===== config.mk =====
export PLATFORM = sky130hd
export DESIGN_NAME = dynamic_branch_predictor_flat
export DESIGN_NICKNAME = d
export VERILOG_FILES = /design/src/rtl/dynamic_branch_predictor_if.sv /design/src/rtl/dynamic_branch_predictor.sv /design/src/flat_wrapper.sv
export SDC_FILE = /design/constraint.sdc
export NUM_CORES = 1
export LEC_CHECK = 0
export CORE_ASPECT_RATIO = 1.25
export CORE_MARGIN = 1.5
export CORE_UTILIZATION = 51
export CTS_CLUSTER_DIAMETER = 200
export DETAILED_ROUTE_END_ITERATION = 7
export PLACE_DENSITY_LB_ADDON = 0.05
export SLEW_MARGIN = 20
export SYNTH_ARGS = -nofsm -noshare
export SYNTH_HDL_FRONTEND = slang
export SYNTH_SLANG_ARGS = --single-unit

===== constraint.sdc =====
create_clock -name clk -period 4 [get_ports clk]
set_clock_uncertainty 0.15 [all_clocks]
set_input_delay 0.8 -clock clk [delete_from_list [all_inputs] [get_ports clk]]
set_output_delay 0.8 -clock clk [all_outputs]
set_load 0.02 [all_outputs]

===== src/rtl/dynamic_branch_predictor_if.sv =====
// ID/EX-side bundle for dynamic_branch_predictor: lookup request, prediction, resolution.
// Latency: n/a (wires only); prediction fields are combinational from the lookup fields.
// Backpressure: none; lookups and updates are accepted every cycle.
// Optional stats fields exist only when DYNAMIC_BRANCH_PREDICTOR_STATS_EN is defined.
interface dynamic_branch_predictor_if #(
  parameter int IDX_BITS = 6
);
  // lookup request from ID
  logic                branchBType;
  logic                branchJAL;
  logic                branchJALR;
  logic [31:0]         rs1;
  logic [31:0]         offset;
  logic [31:0]         pc;
  logic                rs1_depended;
  // prediction back to IF / pipe to EX
  logic [31:0]         redirection_pc;
  logic                taken;
  logic [IDX_BITS-1:0] pred_index;
  // resolution from EX
  logic                update_valid;
  logic [IDX_BITS-1:0] update_index;
  logic                update_taken;
`ifdef DYNAMIC_BRANCH_PREDICTOR_STATS_EN
  logic                update_pred;
  logic [31:0]         stat_updates;
  logic [31:0]         stat_mispredicts;
`endif

`ifdef DYNAMIC_BRANCH_PREDICTOR_STATS_EN
  // pipeline side
  modport master (
    output branchBType, branchJAL, branchJALR, rs1, offset, pc, rs1_depended,
    output update_valid, update_index, update_taken, update_pred,
    input  redirection_pc, taken, pred_index, stat_updates, stat_mispredicts
  );
  // predictor side
  modport slave (
    input  branchBType, branchJAL, branchJALR, rs1, offset, pc, rs1_depended,
    input  update_valid, update_index, update_taken, update_pred,
    output redirection_pc, taken, pred_index, stat_updates, stat_mispredicts
  );
`else
  // pipeline side
  modport master (
    output branchBType, branchJAL, branchJALR, rs1, offset, pc, rs1_depended,
    output update_valid, update_index, update_taken,
    input  redirection_pc, taken, pred_index
  );
  // predictor side
  modport slave (
    input  branchBType, branchJAL, branchJALR, rs1, offset, pc, rs1_depended,
    input  update_valid, update_index, update_taken,
    output redirection_pc, taken, pred_index
  );
`endif
endinterface


===== src/rtl/dynamic_branch_predictor.sv =====
// Dynamic branch predictor: 2-bit saturating counter table (bimodal or gshare) for B-type, static JAL/JALR.
// Latency: zero-cycle combinational lookup; table/history written on the rising edge of a resolution.
// Backpressure: none; one lookup and one update accepted every cycle, no bypass from update to lookup.
// Optional statistics counters are enabled by defining DYNAMIC_BRANCH_PREDICTOR_STATS_EN.
module dynamic_branch_predictor #(
  parameter int         IDX_BITS = 6,
  parameter int         GHR_BITS = 0,      // 0 = pure bimodal, legal 0..IDX_BITS
  parameter logic [1:0] CNT_INIT = 2'b01   // weakly not-taken
) (
  input  logic                       clk,
  input  logic                       rstn,
  dynamic_branch_predictor_if.slave  bp
);

  localparam int DEPTH = 1 << IDX_BITS;

  logic [1:0]          r_cnt [DEPTH];
  logic [IDX_BITS-1:0] w_ghr_ext;
  logic [IDX_BITS-1:0] w_index;
  logic [1:0]          w_cnt_rd;
  logic [1:0]          w_upd_cur;
  logic [1:0]          w_upd_next;
  logic [31:0]         w_pc_tgt;
  logic [31:0]         w_jalr_tgt;
  logic                w_taken;
  logic [31:0]         w_redir;

  // Global history: only exists when GHR_BITS > 0; shifted on resolution, never on prediction.
  generate
    if (GHR_BITS > 0) begin : g_ghr
      logic [GHR_BITS-1:0] r_ghr;

      if (GHR_BITS == 1) begin : g_one
        // single-bit history simply holds the last resolved outcome
        always_ff @(posedge clk) begin
          if (!rstn)
            r_ghr <= '0;
          else if (bp.update_valid)
            r_ghr <= bp.update_taken;
        end
      end else begin : g_multi
        // shift the resolved outcome into the LSB
        always_ff @(posedge clk) begin
          if (!rstn)
            r_ghr <= '0;
          else if (bp.update_valid)
            r_ghr <= {r_ghr[GHR_BITS-2:0], bp.update_taken};
        end
      end

      assign w_ghr_ext = IDX_BITS'(r_ghr);
    end else begin : g_no_ghr
      assign w_ghr_ext = '0;
    end
  endgenerate

  // Lookup index; word-aligned PC bits folded with pre-edge history.
  assign w_index       = bp.pc[IDX_BITS+1:2] ^ w_ghr_ext;
  assign w_cnt_rd      = r_cnt[w_index];
  assign bp.pred_index = w_index;

  // Branch targets; both adds wrap modulo 2^32, jalr clears bit 0.
  assign w_pc_tgt   = bp.pc + bp.offset;
  assign w_jalr_tgt = (bp.rs1 + bp.offset) & 32'hFFFF_FFFE;

  // Redirect decision: later branches override earlier ones (JAL < JALR < B-type).
  always_comb begin
    w_taken = 1'b0;
    w_redir = 32'h0;
    if (bp.branchJAL) begin
      w_taken = 1'b1;
      w_redir = w_pc_tgt;
    end
    if (bp.branchJALR) begin
      if (bp.rs1_depended) begin
        // rs1 not yet available: let IF fall through, keep whatever target was selected
        w_taken = 1'b0;
      end else begin
        w_taken = 1'b1;
        w_redir = w_jalr_tgt;
      end
    end
    if (bp.branchBType) begin
      // target is presented in both directions so EX can redirect cheaply on mispredict
      w_taken = w_cnt_rd[1];
      w_redir = w_pc_tgt;
    end
  end

  assign bp.taken          = w_taken;
  assign bp.redirection_pc = w_redir;

  // Saturating next value for the entry being trained.
  assign w_upd_cur = r_cnt[bp.update_index];
  always_comb begin
    w_upd_next = w_upd_cur;
    if (bp.update_taken) begin
      if (w_upd_cur != 2'b11)
        w_upd_next = w_upd_cur + 2'b01;
    end else begin
      if (w_upd_cur != 2'b00)
        w_upd_next = w_upd_cur - 2'b01;
    end
  end

  // Counter table: reset wins over a coincident update; only the addressed entry is written.
  always_ff @(posedge clk) begin
    if (!rstn) begin
      for (int i = 0; i < DEPTH; i++)
        r_cnt[i] <= CNT_INIT;
    end else if (bp.update_valid) begin
      r_cnt[bp.update_index] <= w_upd_next;
    end
  end

`ifdef DYNAMIC_BRANCH_PREDICTOR_STATS_EN
  logic [31:0] r_stat_updates;
  logic [31:0] r_stat_mispredicts;

  // Resolution and misprediction counters, free-running and wrapping.
  always_ff @(posedge clk) begin
    if (!rstn) begin
      r_stat_updates     <= 32'h0;
      r_stat_mispredicts <= 32'h0;
    end else if (bp.update_valid) begin
      r_stat_updates <= r_stat_updates + 32'h1;
      if (bp.update_pred != bp.update_taken)
        r_stat_mispredicts <= r_stat_mispredicts + 32'h1;
    end
  end

  assign bp.stat_updates     = r_stat_updates;
  assign bp.stat_mispredicts = r_stat_mispredicts;
`endif

endmodule

===== src/flat_wrapper.sv =====
// flat-port wrapper written by rule: the top's interface ports become plain ports
module dynamic_branch_predictor_flat 
#(
  parameter int         IDX_BITS = 6,
  parameter int         GHR_BITS = 0,                                            
  parameter logic [1:0] CNT_INIT = 2'b01                      
)
  (clk, rstn, bp_branchBType, bp_branchJAL, bp_branchJALR, bp_rs1, bp_offset, bp_pc, bp_rs1_depended, bp_update_valid, bp_update_index, bp_update_taken, bp_redirection_pc, bp_taken, bp_pred_index);
  dynamic_branch_predictor_if #(.IDX_BITS(IDX_BITS)) bp_i ();
  input  logic clk;
  input  logic rstn;
  input wire logic [$bits(bp_i.branchBType)-1:0] bp_branchBType;
  input wire logic [$bits(bp_i.branchJAL)-1:0] bp_branchJAL;
  input wire logic [$bits(bp_i.branchJALR)-1:0] bp_branchJALR;
  input wire logic [$bits(bp_i.rs1)-1:0] bp_rs1;
  input wire logic [$bits(bp_i.offset)-1:0] bp_offset;
  input wire logic [$bits(bp_i.pc)-1:0] bp_pc;
  input wire logic [$bits(bp_i.rs1_depended)-1:0] bp_rs1_depended;
  input wire logic [$bits(bp_i.update_valid)-1:0] bp_update_valid;
  input wire logic [$bits(bp_i.update_index)-1:0] bp_update_index;
  input wire logic [$bits(bp_i.update_taken)-1:0] bp_update_taken;
  output wire logic [$bits(bp_i.redirection_pc)-1:0] bp_redirection_pc;
  output wire logic [$bits(bp_i.taken)-1:0] bp_taken;
  output wire logic [$bits(bp_i.pred_index)-1:0] bp_pred_index;
  assign bp_i.branchBType = bp_branchBType;
  assign bp_i.branchJAL = bp_branchJAL;
  assign bp_i.branchJALR = bp_branchJALR;
  assign bp_i.rs1 = bp_rs1;
  assign bp_i.offset = bp_offset;
  assign bp_i.pc = bp_pc;
  assign bp_i.rs1_depended = bp_rs1_depended;
  assign bp_i.update_valid = bp_update_valid;
  assign bp_i.update_index = bp_update_index;
  assign bp_i.update_taken = bp_update_taken;
  assign bp_redirection_pc = bp_i.redirection_pc;
  assign bp_taken = bp_i.taken;
  assign bp_pred_index = bp_i.pred_index;
  dynamic_branch_predictor #(.IDX_BITS(IDX_BITS), .GHR_BITS(GHR_BITS), .CNT_INIT(CNT_INIT)) u_core (.clk(clk), .rstn(rstn), .bp(bp_i));
endmodule

==> results of run 1 <==
cell families after synthesis:
family | count (synthesis) | synth area share
mux | 63 | 0.106
flops | 128 | 0.362
buf+inv | 110 | 0.0533
compound gates | 327 | 0.198
simple gates | 351 | 0.161
xor+xnor | 50 | 0.0413
fa+ha+maj | 65 | 0.0778
metrics by stage:
step,power (mW),utilization,TNS [ns],instances,cell area (µm²)
after detailed placement,3.18,0.688,-25.72,1669,13900
after floorplan,2.44,-,-0.0643,1094,10700
final,5.09,0.796,-1.80,1752,16100
after global routing,5.26,0.796,-2.77,1752,16100
after CTS,4.93,0.772,-1.41,1739,15600
after global placement,3.16,0.688,-25.22,1669,13900
cell type report:
cell class,count,area [µm²],area share
clock buffer,18,429,0.0266
clock inverter,14,188,0.0116
inverter,14,52.6,0.00326
multi-input combinational,856,7430,0.461
sequential,128,3840,0.239
tap,270,338,0.0210
timing repair buffer,452,3830,0.238
worst max-delay path by stage:
stage                       startpoint               endpoint  slack (ns)  cells past startpoint
after detailed placement  bp_offset[1]  bp_redirection_pc[25]       -1.23                     11
after floorplan           bp_offset[0]  bp_redirection_pc[30]       -0.06                     10
final                        bp_rs1[0]  bp_redirection_pc[30]       -0.31                     12
after global routing      bp_offset[0]  bp_redirection_pc[24]       -0.36                     15
after CTS                    bp_rs1[0]  bp_redirection_pc[30]       -0.26                     12
after global placement        bp_pc[4]  bp_redirection_pc[25]       -1.26                     11
report_power, final:
part | leakage, nW | switching [mW] | internal [mW]
Combinational | 4.73 | 1.02 | 0.948
Clock | 0.296 | 0.576 | 1.04
Sequential | 1.11 | 0.0153 | 1.50
critical path: cells and delay by family:
kind / cells / cell delay (ns)
compound gates: 8 / 1.76
simple gates: 1 / 0.15
buf+inv: 2 / 0.30
fa+ha+maj: 1 / 0.35
cell usage in the layout, fill, tap and decap left out, types with 8 or more instances in the layout:
master           instances
o211ai_1                13
a221oi_1                 8
a21oi_2                 21
nand4_1                 26
buf_4                  294
dlymetal6s2s_1           9
a21oi_4                 11
buf_2                   15
buf_12                   9
nor2b_1                 10
o21ai_0                 83
nor3_1                  74
dlygate4sd2_1           25
o22ai_1                 26
edfxtp_1               128
a21oi_1                 38
ha_1                    14
mux2i_1                 16
clkdlybuf4s50_1         44
nand2_2                  8
clkbuf_16               18
clkbuf_2                11
xnor2_1                 17
a21o_1                  37
nand2_1                 76
buf_6                   26
nand3_1                 48
ha_4                    45
xor2_1                  27
mux4_2                  39
nor2_1                  58
inv_1                   12
metal layers:
layer	GRT usage	routed length, µm	vias to the layer above
met2	0.634	19700	686
met4	0.212	2460	0
met5	0	0	-
met3	0.0478	3130	171
li1	-	-	5006
met1	0.419	14600	5374
timing repair:
action,CTS,global route
endpoints found under the setup margin,30,25
buffers inserted,38,14
hold buffers,0,0
gates resized for setup,435,100
cloned,1,1
pin swaps,117,86
==> metrics.yaml, run 1 <==
cts:
  clk_path_buf_depth: 2
  cts_buffers: 17
  cts_tree: "done"
  clock-sinks: 128
  insertion_delay_ns: 0.42
  htreeDepth: 4
  clk_pin_slew_ns: 0.06
  root_buffer: "clkbuf_16"
sta:
  holdWs_ns: 0.806
  worst_slew_pin_slew_ns: 0.773
  fin_ws_ns: -0.315
  rsz0062_at_grt: "true"
  min_period_over_period: 1.08
  drv_slew: 0
  fin_crit_ns: 4.31
  slew_headroom: 0.483
  hold_violations: 0
  setup_viol_count_final: 14
  max_freq_mhz: 232
critical_path:
  crit_path_top_delay_cell: "a2111o_1"
  r2r_setup_slack_ns: 1.21
  r2r_start: "u_core.r_cnt[20][0]"
  crit_chain: "buf_6, and2_4, fa_2, a21o_1, a311o_1, a211oi_4, a211oi_4, a41oi_2, o21ai_2, a2111o_1, o211ai_1, buf_4"
  crit_path_frequent_cell: "a211oi_4"
  critical_path_class: "input pin to output port"
  reg2regPathDepth: 8
  worstPathArrival_ns: 3.36
  cp-start-kind: "input pin"
  r2r-end: "u_core.r_cnt[62][1]"
  critPathMaxStageDelay_ns: 0.36
  cp.required_ns: 3.05
  endpoint_kind: "output port"
  worstPathMaxFanout: 2
yosys:
  ys_seq_area_frac: 0.362
  synth.net_count: 1267
  synth.distinct_cells: 74
  synth_seq_cells: 128
  ys_warn_count: 0
  synthCells: 1094
  synth.most_common_cell: "edfxtp_1"
  syn_area_mm2: 0.0106
  ys_top_cells_by_count: "edfxtp_1, o21ai_0, nand2_1"
  async_reset_ff_frac: 0
  yosysTopAreaCell: "edfxtp_1"
  synth.area.top_cells: "edfxtp_1, mux4_2, ha_1"
  synth_edf_count: 128
  synth_area_per_cell_um2: 9.70
  synth_top_flop_cell: "edfxtp_1"
  synth_top_area_share: 0.362
place:
  place_congestion: 0.975
  io_buffers: 148
  dp_hpwl_um: 27300
  dpl_worst_slack_ns: -1.23
job:
  max_cap_viol_count: 0
cells_and_area:
  top_register: "u_core.r_cnt"
  drive_gt1_frac: 0.407
  nFillCells: 1254
  fin_nets: 1642
  largest_reg_flops: 128
  syn2layout_area_growth_pct: 51.9
  antennaDiodeCount: 0
  reg_top3: "u_core.r_cnt (128)"
detailed_routing:
  vias: 11200
  wire_per_inst_um: 22.8
  routed_wl_um: 39900
  via_per_inst: 6.41
  remaining_drc_errors: 0
  postRouteAntennaNets: 0
  drt_pass1_iterations: 6
  drtIter0Drc: 1359
global_routing:
  grt_pass1_vias: 11000
  antenna_found_initial: 0
  grt_pass1_wl_um: 59900
  grt_usage: 0.359
  grt_overflow: 0
  grt_max_degree: 46
status:
  status: "finished with violations"
  violations: "negative setup slack"
worst_hold_path:
  hold_depth: 2
  min_path_type: "input pin to flop"
  hp-start: "rstn"
  hold_end: "u_core.r_cnt[26][0]"
floorplan:
  io_pins: 149
  num_rows: 58
  die_w_um: 132
  fp.dieArea_mm2: 0.0217
  core-area_mm2: 0.0202
  die_h_um: 164
  start_util: 0.524
power_and_ir_drop:
  vdd_ir_drop_max_mv: 0.464
  p_leak_nw: 6.13
  p_per_area_mw_per_mm2: 316
Note: power is estimated with default switching activity, not from simulation.
==> inputs of run 2 (changes only) <==
--- a/constraint.sdc
+++ b/constraint.sdc
@@ -4,2 +4,2 @@
 set_output_delay 0.8 -clock clk [all_outputs]
-set_load 0.02 [all_outputs]
+set_load 0.05 [all_outputs]
==> run 2 against run 1 <==
  * Largest power group unchanged
  * Highest routed layer unchanged
  * First-iteration DRC count is 6.6% lower
  * Worst hold slack better by 0.083 ns
  * Cell area rose by 2.6%
  * The flow still finishes with violations (negative setup slack)
  * Non-clock buffer count fell by 29
  * Routed wire length grew 2.8%
  * Register-to-register slack worse by 0.08 ns
  * Setup slack got worse by 0.13 ns
  * Sequential share of layout area down 0.61 points
  * Largest cell class unchanged
  * Via count fell by 1.0%
  * Utilization rose by 2.1 points
  * Count of clock-buffer cells in the layout rose by 2
  * Sequential power hardly changed
==> metrics.yaml, run 2 (synthesis gave the netlist of run 1 again) <==
place:
  dpl_worst_slack_ns: -0.909  # +0.324 ns
  io_buffers: 148  # unchanged
  dp.cells: 1661  # -0.48%
  dp_hpwl_um: 27300  # about the same
  place_congestion: 0.941  # -3.5%
detailed_routing:
  routed_wl_um: 41000  # +2.8%
  drtIter0Drc: 1269  # -6.6%
  drt_pass1_iterations: 6  # unchanged
  remaining_drc_errors: 0  # unchanged
  wire_per_inst_um: 23.8  # +4.6%
  via_per_inst: 6.46  # +0.72%
  postRouteAntennaNets: 0  # unchanged
  vias: 11100  # -1.0%
cells_and_area:
  post-route-util: 0.817  # +0.0209
  antennaDiodeCount: 0  # unchanged
  reg_top3: "u_core.r_cnt (128)"
  stdcell_count: 1722  # -1.7%
  drive_gt1_frac: 0.411  # +0.00427
  nFillCells: 1170  # -6.7%
  final_common_cell: "buf_4"
  top_register: "u_core.r_cnt"
  syn2layout_area_growth_pct: 55.9
  final_cell_mix: "buf_4, edfxtp_1, o21ai_0"
  fin_nets: 1613  # -1.8%
  largest_reg_flops: 128  # unchanged
power_and_ir_drop:
  combPwrFrac: 0.439  # +0.054
  p_seq_frac: 0.279  # -0.018
  vdd_ir_drop_max_mv: 0.454  # -2.1%
  p_leak_nw: 6.19  # +0.94%
  p_clk_frac: 0.281  # -0.036
  p_per_area_mw_per_mm2: 328  # +3.8%
  p_int_mw: 3.60  # +3.2%
  switching_share: 0.337  # +0.0213
  p_sw_mw: 1.83  # +14%
job:
  max_cap_viol_count: 0  # unchanged
critical_path:
  r2r_start: "u_core.r_cnt[16][0]"
  startpoint: "bp_rs1[0]"
  endpoint_kind: "output port"
  path_delay_family: "compound AO/OA/AOI/OAI gates"
  critPathMaxStageDelay_ns: 0.39  # +0.03 ns
  cp.required_ns: 3.05  # about the same
  worstPathArrival_ns: 3.50  # +0.14 ns
  critical_path_class: "input pin to output port"
  critPathBufInv: 3  # +1
  cp-start-kind: "input pin"
  worstPathMaxFanout: 3  # +1
  crit_path_top_delay_cell: "fa_2"
  crit_chain: "buf_6, and2_4, fa_2, a21o_1, a311o_1, a211oi_2, a211oi_4, a41oi_2, o21ai_2, a2111o_1, o211ai_1, buf_4, buf_12"
sta:
  hold_violations: 0  # unchanged
  rsz0062_at_grt: "true"
  min_period_over_period: 1.11  # +0.0330
  slew_headroom: 0.492  # +0.00943
  fin_crit_ns: 4.45  # +0.132 ns
  setup_viol_count_final: 21  # +7
  max_freq_mhz: 225  # -3.0%
  worst_slew_pin_slew_ns: 0.759  # -0.0141 ns
  drv_slew: 0  # unchanged
  fin_ws_ns: -0.447  # -0.132 ns
cts:
  insertion_delay_ns: 0.41  # about the same
  htreeDepth: 4  # unchanged
  clock-sinks: 128  # unchanged
  cts_tree: "done"
  root_buffer: "clkbuf_16"
  cts_hold_buf: 0  # unchanged
  cts_buffers: 17  # unchanged
  clk_path_buf_depth: 2  # unchanged
  clk_pin_slew_ns: 0.06  # about the same
status:
  violations: "negative setup slack"
  status: "finished with violations"
worst_hold_path:
  min_path_type: "input pin to flop"
  hp-start: "rstn"
global_routing:
  grt_pass1_wl_um: 59500  # -0.61%
  grt_pass1_vias: 11000  # -0.43%
  antenna_found_initial: 0  # unchanged
  grt_overflow: 0  # unchanged
  grt_usage: 0.359  # about the same
  grt_max_degree: 67  # +46%
floorplan:
  die_h_um: 164  # unchanged
  core-area_mm2: 0.0202  # unchanged
  num_rows: 58  # unchanged
  fp.dieArea_mm2: 0.0217  # unchanged
  start_util: 0.524  # unchanged
  io_pins: 149  # unchanged
  die_w_um: 132  # unchanged
run 2: area by class of cell:
cell class	count	area, µm²	area share
clock buffers	20	437	0.0264
repair buffers	423	4060	0.246
inverters	14	52.6	0.00318
flip-flops and latches	128	3840	0.232
well taps	270	338	0.0204
clock inverters	11	140	0.00847
multi-input cells	856	7670	0.463
run 2: worst paths after layout:
kind,to,slack (ns),cells past startpoint
max reg2reg,u_core.r_cnt[4][1],1.13,8
max,bp_redirection_pc[30],-0.45,13
min,u_core.r_cnt[26][0],0.89,5
min reg2reg,u_core.r_cnt[61][0],1.33,7
run 2: worst register-to-register path, cell delays in order (launching register included):
cell,delay [ns]
edfxtp_1,0.39
mux4_2,0.49
mux2i_1,0.29
o22ai_1,0.19
a211oi_2,0.24
and4_1,0.25
maj3_2,0.27
buf_12,0.23
nor3_1,0.09
run 2: what timing repair did:
| item | in CTS | in global routing |
|---|---|---|
| pin swaps | 109 | 83 |
| setup endpoints to repair | 27 | 23 |
| gates resized for setup | 323 | 98 |
| endpoints found under the hold margin | 0 | 0 |
| buffers inserted | 22 | 13 |
| gates cloned | 2 | 0 |
run 2: metal layers:
metal,GRT usage,wire length [µm],vias to the layer above
li1,-,-,4939
met1,0.413,14800,5307
met2,0.630,20400,695
met3,0.0577,3230,183
met4,0.216,2590,0
met5,0,0,-
run 2: metrics by stage:
step | setup TNS (ns) | total power [mW] | instance area (µm²) | hold slack, ns
6_report | -3.27 | 5.43 | 16500 | 0.889
5_1_grt | -4.57 | 5.58 | 16500 | 0.892
4_1_cts | -2.36 | 5.24 | 16000 | 0.878
3_5_place_dp | -15.44 | 3.55 | 14400 | 1.30
3_3_place_gp | -14.84 | 3.53 | 14400 | 1.25
2_1_floorplan | -0.414 | 2.64 | 10800 | 0.985
run 2: power groups by stage:
stage / Sequential, mW / Combinational [mW] / Clock (mW)
6_report: 1.52 / 2.38 / 1.53
5_1_grt: 1.52 / 2.49 / 1.58
3_5_place_dp: 1.54 / 2.01 / 0
2_1_floorplan: 1.53 / 1.10 / 0
4_1_cts: 1.52 / 2.20 / 1.52
3_3_place_gp: 1.54 / 1.99 / 0
